===== src/rtl/serializador_paralelo_serial_pkg.sv =====
// Shared definitions for the parallel-in/serial-out transmitter.
// Default word width and FSM state encoding.
package serializador_paralelo_serial_pkg;

  localparam int NBITS_SERIAL = 4;

  typedef enum logic {
    OCIOSO,
    DESLOCANDO
  } estado_ser_t;

endpackage


===== src/rtl/serializador_paralelo_serial_contador_bits.sv =====
// Modulo-NBITS bit counter with synchronous clear and enable.
// ult_o flags the terminal count (NBITS-1).
module contador_bits #(
  parameter int NBITS = 4,
  parameter int CW    = $clog2(NBITS)
) (
  input  logic          clk_2,
  input  logic          reset,
  input  logic          clr_i,
  input  logic          en_i,
  output logic [CW-1:0] cnt_o,
  output logic          ult_o
);

  logic [CW-1:0] cnt_q;
  logic [CW-1:0] cnt_d;

  assign ult_o = (cnt_q == CW'(NBITS - 1));
  assign cnt_o = cnt_q;

  always_comb begin
    cnt_d = cnt_q;
    if (clr_i) begin
      cnt_d = '0;
    end else if (en_i) begin
      cnt_d = ult_o ? '0 : cnt_q + 1'b1;
    end
  end

  always_ff @(posedge clk_2) begin
    if (reset) begin
      cnt_q <= '0;
    end else begin
      cnt_q <= cnt_d;
    end
  end

endmodule


===== src/rtl/serializador_paralelo_serial.sv =====
// Parallel-in/serial-out transmitter: LSB-first frames over a valid/ready
// handshake, with a one-entry pending buffer for gapless back-to-back frames.
module serializador_paralelo_serial
  import serializador_paralelo_serial_pkg::*;
#(
  parameter int NBITS = NBITS_SERIAL
) (
  input  logic             clk_2,
  input  logic             reset,
  input  logic [NBITS-1:0] ent_paralela,
  input  logic             ent_valida,
  output logic             pronto,
  output logic             saida_serial,
  output logic             saida_valida,
  output logic             fim,
  output logic             ocupado
);

  localparam int CW = $clog2(NBITS);

  estado_ser_t      estado_q, estado_d;
  logic [NBITS-1:0] desloc_q, desloc_d;
  logic [NBITS-1:0] pendente_q, pendente_d;
  logic             pendCheio_q, pendCheio_d;

  logic [CW-1:0]    contador;
  logic             ult;
  logic             cntClr;
  logic             cntEn;
  logic             aceita;

  contador_bits #(
    .NBITS (NBITS),
    .CW    (CW)
  ) u_contador_bits (
    .clk_2 (clk_2),
    .reset (reset),
    .clr_i (cntClr),
    .en_i  (cntEn),
    .cnt_o (contador),
    .ult_o (ult)
  );

  // pronto depends only on registered state and reset, never on ent_valida.
  assign pronto       = !pendCheio_q && !reset;
  assign aceita       = ent_valida && pronto;
  assign saida_valida = (estado_q == DESLOCANDO) && !reset;
  assign saida_serial = saida_valida && desloc_q[0];
  assign fim          = saida_valida && (contador == CW'(NBITS - 1));
  assign ocupado      = ((estado_q == DESLOCANDO) || pendCheio_q) && !reset;

  always_comb begin
    estado_d    = estado_q;
    desloc_d    = desloc_q;
    pendente_d  = pendente_q;
    pendCheio_d = pendCheio_q;
    cntClr      = 1'b0;
    cntEn       = 1'b0;

    case (estado_q)
      OCIOSO: begin
        if (aceita) begin
          desloc_d = ent_paralela;
          cntClr   = 1'b1;
          estado_d = DESLOCANDO;
        end
      end

      DESLOCANDO: begin
        cntEn    = 1'b1;
        desloc_d = desloc_q >> 1;
        if (ult) begin
          // Pending word wins over a fresh accept; pronto is low then anyway.
          cntClr = 1'b1;
          if (pendCheio_q) begin
            desloc_d    = pendente_q;
            pendCheio_d = 1'b0;
          end else if (aceita) begin
            desloc_d = ent_paralela;
          end else begin
            estado_d = OCIOSO;
          end
        end else if (aceita) begin
          pendente_d  = ent_paralela;
          pendCheio_d = 1'b1;
        end
      end

      default: begin
        estado_d = OCIOSO;
      end
    endcase
  end

  always_ff @(posedge clk_2) begin
    if (reset) begin
      estado_q    <= OCIOSO;
      desloc_q    <= '0;
      pendente_q  <= '0;
      pendCheio_q <= 1'b0;
    end else begin
      estado_q    <= estado_d;
      desloc_q    <= desloc_d;
      pendente_q  <= pendente_d;
      pendCheio_q <= pendCheio_d;
    end
  end

endmodule

===== config.mk =====
export PLATFORM = sky130hd
export DESIGN_NAME = serializador_paralelo_serial
export DESIGN_NICKNAME = d
export VERILOG_FILES = /design/src/rtl/serializador_paralelo_serial_pkg.sv /design/src/rtl/serializador_paralelo_serial_contador_bits.sv /design/src/rtl/serializador_paralelo_serial.sv
export SDC_FILE = /design/constraint.sdc
export NUM_CORES = 1
export LEC_CHECK = 0
export CAP_MARGIN = 30
export CORE_MARGIN = 2
export CORE_UTILIZATION = 49
export DETAILED_ROUTE_END_ITERATION = 8
export HOLD_SLACK_MARGIN = 0.1
export PLACE_DENSITY = 0.87
export SLEW_MARGIN = 0
export SYNTH_ARGS = -nofsm -noshare
export SYNTH_HDL_FRONTEND = slang
export SYNTH_SLANG_ARGS = --single-unit

===== constraint.sdc =====
create_clock -name clk_2 -period 1.6 [get_ports clk_2]
set_input_delay 0.32 -clock clk_2 [delete_from_list [all_inputs] [get_ports clk_2]]
set_output_delay 0.32 -clock clk_2 [all_outputs]
set_load 0.05 [all_outputs]

==> flow_summary.yaml <==
sta:
  max_freq_mhz: 640
  min_period_ns: 1.56
  hold_viol: 0
  setup_violations: 0
  tightest_slew_ns: 0.245
  relSlewSlack_pct: 83.6
  finalMaxSlewViolations: 0
  setup_slack_ns: 0.0385
  fin_setup_tns_ns: 0
  rsz0062_at_grt: "false"
  min_period_over_period_pct: 97.6
  skew_ns: 0.00495
worst_setup_path:
  cp-start-kind: "input port"
  arrival_ns: 1.72
  crit_path_end_kind: "register"
  worstPathMaxFanout: 5
  required_ns: 1.75
  critPathKind: "in2reg"
clock_network:
  path_clk_slew_ns: 0.07
  clk_path_buf_depth: 2
  cts_tree: "yes"
  cts.sinks: 12
  cts_htree_levels: 1
  clk_latency_ns: 0.27
  numCtsBuffers: 3
  cts_hold_buf: 0
  clockRootBuffer: "clkbuf_4"
final_layout:
  final_common_cell: "buf_4"
  fin_cells: 112
  n_antenna_cell: 0
  mostFrequentLayoutCells: "12 x buf_4, 11 x dfxtp_1, 10 x nor2_1"
  drive_gt1_share_pct: 29.9
  synthToLayoutAreaGrowth_pct: 44.0
  nets: 107
  nFillCells: 92
flow_run:
  drv_cap: 0
place:
  dp.final_hpwl_mm: 1.09
  dp_slack_ns: -0.136
  port_buffers: 11
  placedCellCount: 108
  routabilityCongestion: 0.833
floorplanning:
  row_count: 13
  die_w_um: 40.5
  die_h_um: 40.5
  core_area_um2: 1270
  initial_core_util_pct: 51.4
  dieArea_um2: 1640
  boundaryPins: 12
detailed_routing:
  vias: 611
  wl_met2_um: 865
  route.detailed.drc: 0
  routed_via_density: 5.46
  ant_nets: 0
  highest_layer: "met4"
  wl_per_cell_um: 15.1
  met1Wirelength_um: 728
  drt_iter0_markers: 13
  finalWirelength_mm: 1.69
  dr.pass1.iters: 4
  wl_met3_um: 61
yosys:
  synth_top_area_cell: "dfxtp_1"
  yosysSeqAreaShare_pct: 36.9
  synth_top_area_share_pct: 36.9
  synth_top_family_by_area: "simple AND/OR/NAND/NOR gates"
  synth_fa_ha_area_share_pct: 1.92
  synth.area.mux_share_pct: 12.3
  synth_compound_area_share_pct: 13.8
  synth-simple-area-share_pct: 29.6
  synth_xor_area_share_pct: 0
  ys_top_cells_by_area: "dfxtp_1 37%, mux2i_1 12%, nand3b_1 6.9%"
  synth_fp_nets: 83
  syn_inst: 75
  syn_avg_cell_area_um2: 8.69
  synth_warnings: 0
  ys_ff_latch: 12
  synth_cell_types: 25
  syn_area_um2: 652
global_route:
  antenna_found_initial: 0
  grt_pass1_vias: 582
  overflow: 0
  grt_pass1_wl_mm: 2.66
  grt.total_usage_pct: 26.5
  grt_max_degree: 17
power:
  vdd_drop_max_v: 0.000652
  power_density_nw_per_um2: 738
  p_leak_uw: 0.000417
min_path:
  hold_class: "reg2reg"
run_status:
  status: "finished, final reports clean"
==> registers in the layout (all words and copies together), names as in the netlist <==
signal,flops
u_contador_bits.cnt_o,2
pendCheio_q,1
estado_q,1
desloc_q,4
pendente_q,4
==> power breakdown <==
group	switching [µW]	total (µW)	internal (µW)	leakage [µW]
sequential	16.6	332	316	0.0000985
combinational	85.1	180	95.2	0.000305
clock	92.5	179	86.9	0.0000138
==> final timing paths <==
kind,slack [ns],to,start,cells after the start
worst max-delay path,0.04,desloc_q[1],ent_valida,6
worst min-delay path,0.49,u_contador_bits.cnt_o[1],u_contador_bits.cnt_o[1],2
worst max register to register,0.20,desloc_q[1],pendCheio_q,5
worst min register to register,0.49,u_contador_bits.cnt_o[1],u_contador_bits.cnt_o[1],2
==> timing repair <==
action,4_1_cts,5_1_grt
buffers inserted,1,0
pin swaps,1,0
endpoints found under the setup margin,4,2
hold endpoints to repair,0,0
resized for setup,6,2
==> stage by stage <==
step	cell area (µm²)	power, µW	util (%)	hold WS, ns
floorplan	657	430	-	0.393
global placement	893	503	70.4	0.441
detailed placement	893	508	70.4	0.460
CTS	932	692	73.5	0.488
global route	938	726	74.0	0.494
finish	938	692	74.0	0.491
==> cell families (layout without fill, tap and decap cells) <==
logic type               count (synthesis)  after routing
multiplexers                             8              8
adder cells (fa/ha/maj)                  1              1
AO/OA/AOI/OAI                           14             14
flip-flops                              12             12
AND/OR/NAND/NOR                         34             34
buffers and inverters                    6             28
==> metal layers <==
layer | track usage, % | up-vias
li1 | - | 307
met1 | 31.1 | 288
met2 | 44.4 | 12
met3 | 6.67 | 4
met4 | 12.5 | 0
met5 | 0 | -
==> worst max-delay path, cell delays in order <==
cell             delay, ns
clkdlybuf4s50_1       0.49
nor2b_1               0.14
buf_4                 0.17
mux2i_2               0.25
nor3_1                0.08
a211o_1               0.26
==> synth_stat cells <==
| library cell | count |
|---|---|
| nand2b_1 | 2 |
| a211o_1 | 3 |
| o22a_1 | 1 |
| nand4bb_1 | 1 |
| nand2_1 | 6 |
| a211oi_1 | 1 |
| clkbuf_1 | 1 |
| mux2i_1 | 8 |
| nand3b_1 | 6 |
| and2b_1 | 1 |
| buf_6 | 1 |
| buf_4 | 1 |
| nor2_1 | 10 |
| nor2b_2 | 1 |
| a22oi_1 | 1 |
| nor2b_1 | 1 |
| ha_1 | 1 |
| buf_2 | 2 |
| nor2b_4 | 1 |
| inv_1 | 1 |
| dfxtp_1 | 12 |
| o21ai_0 | 1 |
| and2_1 | 2 |
| a21oi_1 | 7 |
| nor3_1 | 3 |
==> area by class of cell <==
cell class,count,area (µm²),share of cell area (%)
clock buffers,3,22.5,2.40
inverters,1,3.75,0.400
multi-input cells,57,392,41.7
flip-flops and latches,12,241,25.7
well taps,15,18.8,2.00
repair buffers,24,260,27.7
Power figures use the tool's default switching activity.
